**config.mk**
```make
export PLATFORM = sky130hd
export DESIGN_NAME = pc_gen
export DESIGN_NICKNAME = d
export VERILOG_FILES = /design/src/rtl/pc_pkg.sv /design/src/rtl/pc_btb.sv /design/src/rtl/pc_gen.sv
export SDC_FILE = /design/constraint.sdc
export NUM_CORES = 1
export LEC_CHECK = 0
export CORE_ASPECT_RATIO = 1.5
export CORE_MARGIN = 1
export CORE_UTILIZATION = 40
export CTS_BUF_LIST = sky130_fd_sc_hd__clkbuf_8
export DETAILED_ROUTE_END_ITERATION = 12
export MAX_ROUTING_LAYER = met4
export SETUP_SLACK_MARGIN = 0.02
export SLEW_MARGIN = 20
export SYNTH_ARGS = -nofsm -noshare
export SYNTH_HDL_FRONTEND = slang
export SYNTH_SLANG_ARGS = --single-unit
```
**constraint.sdc**
```tcl
create_clock -name clk -period 5.28 [get_ports clk]
set_clock_uncertainty 0.15 [all_clocks]
set_input_delay 1.056 -clock clk [delete_from_list [all_inputs] [get_ports clk]]
set_output_delay 1.056 -clock clk [all_outputs]
set_load 0.03 [all_outputs]
```
**src/rtl/pc_pkg.sv**
```systemverilog
// Shared types and encodings for the IF-stage program-counter generator.
package pc_pkg;

    // 2-bit saturating branch counter encodings
    localparam logic [1:0] CTR_SNT = 2'b00;
    localparam logic [1:0] CTR_WNT = 2'b01;
    localparam logic [1:0] CTR_WT  = 2'b10;
    localparam logic [1:0] CTR_ST  = 2'b11;

    // Fetch FSM states
    typedef enum logic {
        ST_BOOT = 1'b0,
        ST_RUN  = 1'b1
    } state_t;

    // BTB entry fields are sized for the widest supported XLEN (64);
    // narrower configurations zero-extend on write and slice on read.
    localparam int unsigned BTB_FIELD_MAX = 64;
    typedef logic [BTB_FIELD_MAX-1:0] btb_field_t;

    typedef struct packed {
        logic       valid;
        btb_field_t tag;
        btb_field_t target;
        logic [1:0] ctr;
    } btb_entry_t;

    function automatic logic [1:0] ctr_inc(input logic [1:0] c);
        return (c == CTR_ST) ? CTR_ST : c + 2'd1;
    endfunction

    function automatic logic [1:0] ctr_dec(input logic [1:0] c);
        return (c == CTR_SNT) ? CTR_SNT : c - 2'd1;
    endfunction

endpackage

```
**src/rtl/pc_btb.sv**
```systemverilog
// Direct-mapped branch target buffer: combinational lookup on the current
// fetch pc, trained from EX with 2-bit saturating counters.
module pc_btb
    import pc_pkg::*;
#(
    parameter int unsigned XLEN        = 32,
    parameter int unsigned BTB_ENTRIES = 8
) (
    input  logic            clk,
    input  logic            reset_n,
    input  logic [XLEN-1:0] lookup_pc,
    output logic            lookup_taken,
    output logic [XLEN-1:0] lookup_target,
    input  logic            upd_valid,
    input  logic [XLEN-1:0] upd_pc,
    input  logic [XLEN-1:0] upd_target,
    input  logic            upd_taken
);

    localparam int unsigned IDX  = $clog2(BTB_ENTRIES);
    localparam int unsigned TAGW = XLEN - IDX - 2;

    btb_entry_t entries [BTB_ENTRIES];

    logic [IDX-1:0]  rd_idx;
    logic [TAGW-1:0] rd_tag;
    btb_entry_t      rd_e;
    logic [IDX-1:0]  wr_idx;
    logic [TAGW-1:0] wr_tag;
    btb_entry_t      wr_e;
    logic            wr_hit;
    logic            unused_bits;

    assign rd_idx = lookup_pc[IDX+1:2];
    assign rd_tag = lookup_pc[XLEN-1:IDX+2];
    assign wr_idx = upd_pc[IDX+1:2];
    assign wr_tag = upd_pc[XLEN-1:IDX+2];

    // Byte-offset bits never take part in indexing or tagging
    assign unused_bits = ^{lookup_pc[1:0], upd_pc[1:0]};

    // Lookup reads the stored state, so a same-cycle update is not seen yet
    always_comb begin
        rd_e          = entries[rd_idx];
        lookup_taken  = rd_e.valid && (rd_e.tag[TAGW-1:0] == rd_tag) && rd_e.ctr[1];
        lookup_target = rd_e.target[XLEN-1:0];
    end

    // Hit detection for the training port
    always_comb begin
        wr_e   = entries[wr_idx];
        wr_hit = wr_e.valid && (wr_e.tag[TAGW-1:0] == wr_tag);
    end

    // Training and allocation; reset only clears the valid bits
    always_ff @(posedge clk) begin
        if (!reset_n) begin
            for (int unsigned i = 0; i < BTB_ENTRIES; i++) begin
                entries[i].valid <= 1'b0;
            end
        end else if (upd_valid) begin
            if (wr_hit) begin
                if (upd_taken) begin
                    entries[wr_idx].ctr    <= ctr_inc(wr_e.ctr);
                    entries[wr_idx].target <= btb_field_t'(upd_target);
                end else begin
                    entries[wr_idx].ctr    <= ctr_dec(wr_e.ctr);
                end
            end else if (upd_taken) begin
                entries[wr_idx].valid  <= 1'b1;
                entries[wr_idx].tag    <= btb_field_t'(wr_tag);
                entries[wr_idx].target <= btb_field_t'(upd_target);
                entries[wr_idx].ctr    <= CTR_WT;
            end
        end
    end

endmodule

```
**src/rtl/pc_gen.sv**
```systemverilog
// IF-stage program-counter generator: boot FSM, next-pc priority mux and
// the pc register, with a small BTB for taken-branch prediction.
module pc_gen
    import pc_pkg::*;
#(
    parameter int unsigned     XLEN         = 32,
    parameter logic [XLEN-1:0] RESET_VECTOR = '0,
    parameter int unsigned     BTB_ENTRIES  = 8
) (
    input  logic            clk,
    input  logic            reset_n,
    input  logic            stall,
    input  logic            trap_valid,
    input  logic [XLEN-1:0] trap_target,
    input  logic            redirect_valid,
    input  logic [XLEN-1:0] redirect_target,
    input  logic            upd_valid,
    input  logic [XLEN-1:0] upd_pc,
    input  logic [XLEN-1:0] upd_target,
    input  logic            upd_taken,
    output logic [XLEN-1:0] pc,
    output logic            pc_valid,
    output logic            pred_taken,
    output logic [XLEN-1:0] pred_target
);

    state_t          state;
    logic [XLEN-1:0] next_pc;
    logic            btb_taken;
    logic [XLEN-1:0] btb_target;

    pc_btb #(
        .XLEN        (XLEN),
        .BTB_ENTRIES (BTB_ENTRIES)
    ) u_btb (
        .clk           (clk),
        .reset_n       (reset_n),
        .lookup_pc     (pc),
        .lookup_taken  (btb_taken),
        .lookup_target (btb_target),
        .upd_valid     (upd_valid),
        .upd_pc        (upd_pc),
        .upd_target    (upd_target),
        .upd_taken     (upd_taken)
    );

    // Predictions are suppressed until the first real fetch
    always_comb begin
        pred_taken  = 1'b0;
        pred_target = '0;
        if (state == ST_RUN) begin
            pred_taken  = btb_taken;
            pred_target = btb_target;
        end
    end

    // Next-pc selection: trap, redirect, stall, prediction, sequential
    always_comb begin
        if (trap_valid) begin
            next_pc = trap_target;
        end else if (redirect_valid) begin
            next_pc = redirect_target;
        end else if (stall) begin
            next_pc = pc;
        end else if (pred_taken) begin
            next_pc = pred_target;
        end else begin
            next_pc = pc + XLEN'(4);
        end
    end

    // Boot FSM and pc register
    always_ff @(posedge clk) begin
        if (!reset_n) begin
            state    <= ST_BOOT;
            pc       <= RESET_VECTOR;
            pc_valid <= 1'b0;
        end else begin
            case (state)
                ST_BOOT: begin
                    state    <= ST_RUN;
                    pc       <= RESET_VECTOR;
                    pc_valid <= 1'b1;
                end
                ST_RUN: begin
                    pc       <= next_pc;
                    pc_valid <= 1'b1;
                end
                default: begin
                    state    <= ST_BOOT;
                    pc       <= RESET_VECTOR;
                    pc_valid <= 1'b0;
                end
            endcase
        end
    end

endmodule

```
# == Word level (Yosys, flattened, before mapping) ==
# Memories as Yosys holds them, arrays and structs flattened. A register that Yosys moved wholly into a read port is not among the register bits.
# Cells that the tools add are included.
# classes
addsub,3
n_eq_ne,4
mux,33
n_bitwise,4
reduce_logical,5
# ops
operator,n
32-bit 2-to-1 mux,6
32-bit one-hot mux with 2 select lines,1
62-bit 2-to-1 mux,1
62-bit OR reduction,1
27-bit == test,2
"32-bit by 3-bit adder with 32-bit output, second input constant",1
1-bit 2-to-1 mux,17
3-bit 2-to-1 mux,3
2-bit 2-to-1 mux,4
4-bit 2-to-1 mux,1
"4-bit inequality test, second input constant",1
1-bit logical AND,3
1-bit bitwise OR,3
"2-bit by 1-bit adder with 2-bit output, second input constant",1
"2-bit == test, second input constant",1
2-bit zero test,1
"2-bit by 1-bit subtractor with 2-bit output, second input constant",1
1-bit NOT,1
# totals
reg_bits,33
ramBits,496
input_bits,135
elab_cells,52
mem_count,1
# mem_list
name,depth,word_bits,rd,rd_ports_with_merged_regs,write_ports,line_no,rtl
u_btb.entries,8,62,2,1,8,pc_btb.sv:23,btb_entry_t entries [BTB_ENTRIES];

# == Depth between registers and ports, before layout ==
# depth
word_depth,11
mapped_depth,14
depth_no_buf,9

# == Hierarchy ==
# From an unflattened synthesis, not the netlist that was laid out.
# hier_totals
cells_unflattened,1481
area_unflattened_um2,24295.8
# by_module_without_submodules
mod,instances,cells_each,area_per_inst_um2
pc_btb,1,1042,21182.8
pc_gen,1,439,3113.0

# == Least setup slack after synthesis ==
# No wires, ideal clock.
# synth_path
path_kind,input to register
from,in upd_pc[4]
to,mem u_btb.entries[0][34] (netlist bit) (enable)
arrival_ns,4.863
setup_slack_ns,-0.178
cell_stages,12
path_buffers,5
cell_sequence,buf_2 > buf_6 > buf_4 > buf_1 > mux4_2 > mux2i_1 > xnor2_1 > nor4_1 > nand3_1 > o21bai_1 > buf_2 > nor3_1
# synth_rtl
element,line_no,rtl
"start, declared",pc_gen.sv:18,"input logic [XLEN-1:0] upd_pc,"
"end, declared",pc_btb.sv:23,

==> key figures <==
Status
  – Status: completed

Synthesis
  – Synth Area per Inst: 15.4 um2
  – Synth top area share: 60.0%
  – Async SR Flop Fraction: 0%
  – Post-synth cell types: 67
  – Mapped Area: 0.0244 mm2
  – Synth Area in Compound Gates: 8.11%
  – Post-synthesis sequential area ratio: 63.6%
  – Primary FF master, synth: edfxtp_1
  – Synth top area cells: edfxtp_1, mux4_2, mux2i_1
  – Synth area leader: edfxtp_1
  – Post-Synth Simple-Gate Area: 6.10%
  – Largest family of logic cells by synthesized area: multiplexers
  – Number of synthesized flops with an enable pin: 488
  – Synth Area in Adders: 0.0513%
  – Post-synthesis mux area share: 17.2%
  – Syn Nets: 1726
  – Xor/xnor cell area share of the yosys netlist: 2.69%
  – Yosys Warn Count: 0
  – Cells after synthesis: 1590
  – Yosys reg bits: 532

Drt
  – Average vias per placed instance: 5.86
  – ANT nets after route: 0
  – Routed via count: 15900
  – Drt total wl: 74.5 mm
  – Detailed Routing Iterations Pass 1: 5
  – Post-DR wirelength/cell: 27.4 um
  – First DRT Iteration DRCs: 1226
  – # DRC: 0

GRT
  – Initial antenna violation count: 2
  – First-pass GRT wire length: 109 mm
  – Largest net degree at the start of global routing: 57
  – Gr ovfl total: 0
  – Vias in the first global route: 16800
  – Gr usage total: 25.0%

Clock network
  – Root buffer cell: clkbuf_8
  – Clock Tree Buf Depth: 3
  – Worst skew pair latency: 0.70 ns
  – Total CTS buffers: 82
  – Htree depth: 3
  – Clock slew at reported path FFs: 0.07 ns
  – TritonCTS clock tree: done
  – Clock sink count: 532

Worst setup path
  – Crit path DAT: 3.84 ns
  – Critical Path Source Type: flip-flop
  – CP endpoint kind: output pin
  – Crit-path max FO: 11
  – Worst reg-to-reg setup slack: 1.34 ns
  – Crit-path slowest cell: dfxtp_4
  – Capture point of the critical path: pred_taken
  – CP Cell Sequence: buf_16, mux4_2, mux2i_1, xnor2_1, or4_1, nor4_2, nand3_1, nor2_1, buf_4
  – Crit Path Category: reg -> out
  – R2R cell count: 9
  – Crit path required time: 4.07 ns
  – Max stage delay on crit path: 0.55 ns

Floorplan
  – Initial Util: 40.6%
  – Area of the core: 0.0601 mm2
  – Chip Height: 305 um
  – Die area: 0.0620 mm2
  – Chip width: 204 um
  – IO Count: 201
  – FP Rows: 110

Pwr
  – PD cells: 312 mW/mm2
  – P_leak: 9.55 nW
  – Peak VDD IR: 0.287 mV
  – Total Power: 0.00924 W

Final layout
  – Fin util: 49.2%
  – Syn-to-layout area delta: 21.2%
  – Footprint of the multi-input gates: 0.00845 mm2
  – FF/Latch Area: 0.0155 mm2
  – Final instance area: 0.0296 mm2
  – Layout cells sized above 1: 21.2%
  – FILL cells: 5131
  – Nets: 2002

STA
  – Max Clk Rate: 0.198 GHz
  – Final worst-path cycle share: 95.5%
  – Relative slew margins: 34.6%
  – Final Max Tran Viols: 0
  – Endpoints failing hold: 0
  – Slew @ Worst Pin: 0.978 ns
  – Finish-stage setup viols: 0
  – Final worst path period need: 5.04 ns
  – RSZ-0062 raised after global routing: false

Job
  – # Max-Cap Violations: 0

Placement
  – Placed cell area: 0.0279 mm2
  – Gpl congestion: 0.915
  – Port Buffers: 198
  – DP HPWL: 50.7 mm

Min path
  – Hold Crit Start: u_btb.entries[3][61]$_SDFF_PP1_
  – Hold Crit Class: reg -> reg
## kinds of logic (layout without fill, tap and decap cells)
family / Yosys count / in the layout
adder cells (fa/ha/maj): 1 / 1
buffers and inverters: 114 / 456
other: 0 / 2
AND/OR/NAND/NOR: 306 / 306
flip-flops: 532 / 532
XOR/XNOR: 75 / 75
AO/OA/AOI/OAI: 306 / 306
multiplexers: 256 / 256
## cell type report
type / count / share of cell area [%]
Timing Repair Buffer: 297 / 10.1
Antenna cell: 2 / 0.0169
Clock inverter: 63 / 1.29
Sequential cell: 532 / 52.5
Clock buffer: 87 / 4.05
Multi-Input combinational cell: 944 / 28.6
Tap cell: 784 / 3.31
Inverter: 9 / 0.114
## state kept, by name, summed over array words and instances, names as in the netlist, named ones only
register       flops
pc                32
state              1
u_btb.entries    496
## worst max-delay path, delay by kind of cell (launching register included)
kind	cells	cell delay (ns)
buf+inv	2	0.40
simple gates	4	1.20
xor+xnor	1	0.13
flops	1	0.55
mux	2	0.87
## Yosys cell counts, types with 32 or more instances
| cell type | count |
|---|---|
| a21oi_1 | 64 |
| clkbuf_1 | 51 |
| dfxtp_1 | 44 |
| edfxtp_1 | 488 |
| mux2_2 | 32 |
| mux2i_1 | 95 |
| mux4_2 | 127 |
| nand2_1 | 112 |
| nor2_1 | 68 |
| o21ai_0 | 71 |
| xor2_1 | 46 |
## layer usage
layer,global-route usage (%),part of all wire (%),vias to the layer above
li1,-,-,6948
met1,29.1,39,8149
met2,43.2,52,674
met3,3.87,5.6,166
met4,9.30,3.5,0
met5,-,0,-
## power breakdown
part / internal (W) / switching, W
Clock: 0.00169 / 0.00165
Combinational: 0.000504 / 0.000651
Sequential: 0.00466 / 0.0000719
## through the flow
stage / TNS, ns / hold WS [ns] / setup WS (ns) / std cells
2_1_floorplan: -19.21 / 0.288 / -0.178 / 1590
3_3_place_gp: 0 / 0.307 / 0.476 / 2561
3_5_place_dp: 0 / 0.319 / 0.414 / 2562
4_1_cts: 0 / 0.332 / 0.0337 / 2715
5_1_grt: 0 / 0.356 / 0.0442 / 2718
6_report: 0 / 0.330 / 0.238 / 2718
## layout by cell type, fill, tap and decap left out, drive strengths merged, types with 11 or more instances in the layout
master | Yosys | routed
a21boi | 20 | 20
a21oi | 64 | 64
a221oi | 30 | 30
a22oi | 18 | 18
buf | 54 | 104
clkbuf | 51 | 87
clkdlybuf4s50 | 0 | 193
clkinv | 1 | 29
dfxtp | 44 | 44
edfxtp | 488 | 488
inv | 8 | 37
mux2 | 34 | 34
mux2i | 95 | 95
mux4 | 127 | 127
nand2 | 112 | 112
nand3 | 25 | 25
nand4 | 15 | 15
nor2 | 68 | 68
nor2b | 11 | 11
nor3 | 14 | 14
nor4 | 11 | 11
o21ai | 97 | 97
o22ai | 18 | 18
xnor2 | 29 | 29
xor2 | 46 | 46
## what timing repair did
action	in CTS	in global routing
setup buffers	3	1
gates resized for setup	0	2
pin swaps	0	0
endpoints found under the setup margin	2	1
hold buffers	0	0
## worst min-delay path by stage
stage / to / slack (ns) / depth (start not counted)
CTS: u_btb.entries[3][61]$_SDFF_PP1_ / 0.33 / 2
floorplan: u_btb.entries[6][61]$_SDFF_PP1_ / 0.29 / 2
finish: u_btb.entries[3][61]$_SDFF_PP1_ / 0.33 / 2
global route: u_btb.entries[0][61]$_SDFF_PP1_ / 0.36 / 2
global placement: u_btb.entries[0][61]$_SDFF_PP1_ / 0.31 / 2
detailed placement: u_btb.entries[5][61]$_SDFF_PP1_ / 0.32 / 2
Power figures use the tool's default switching activity.
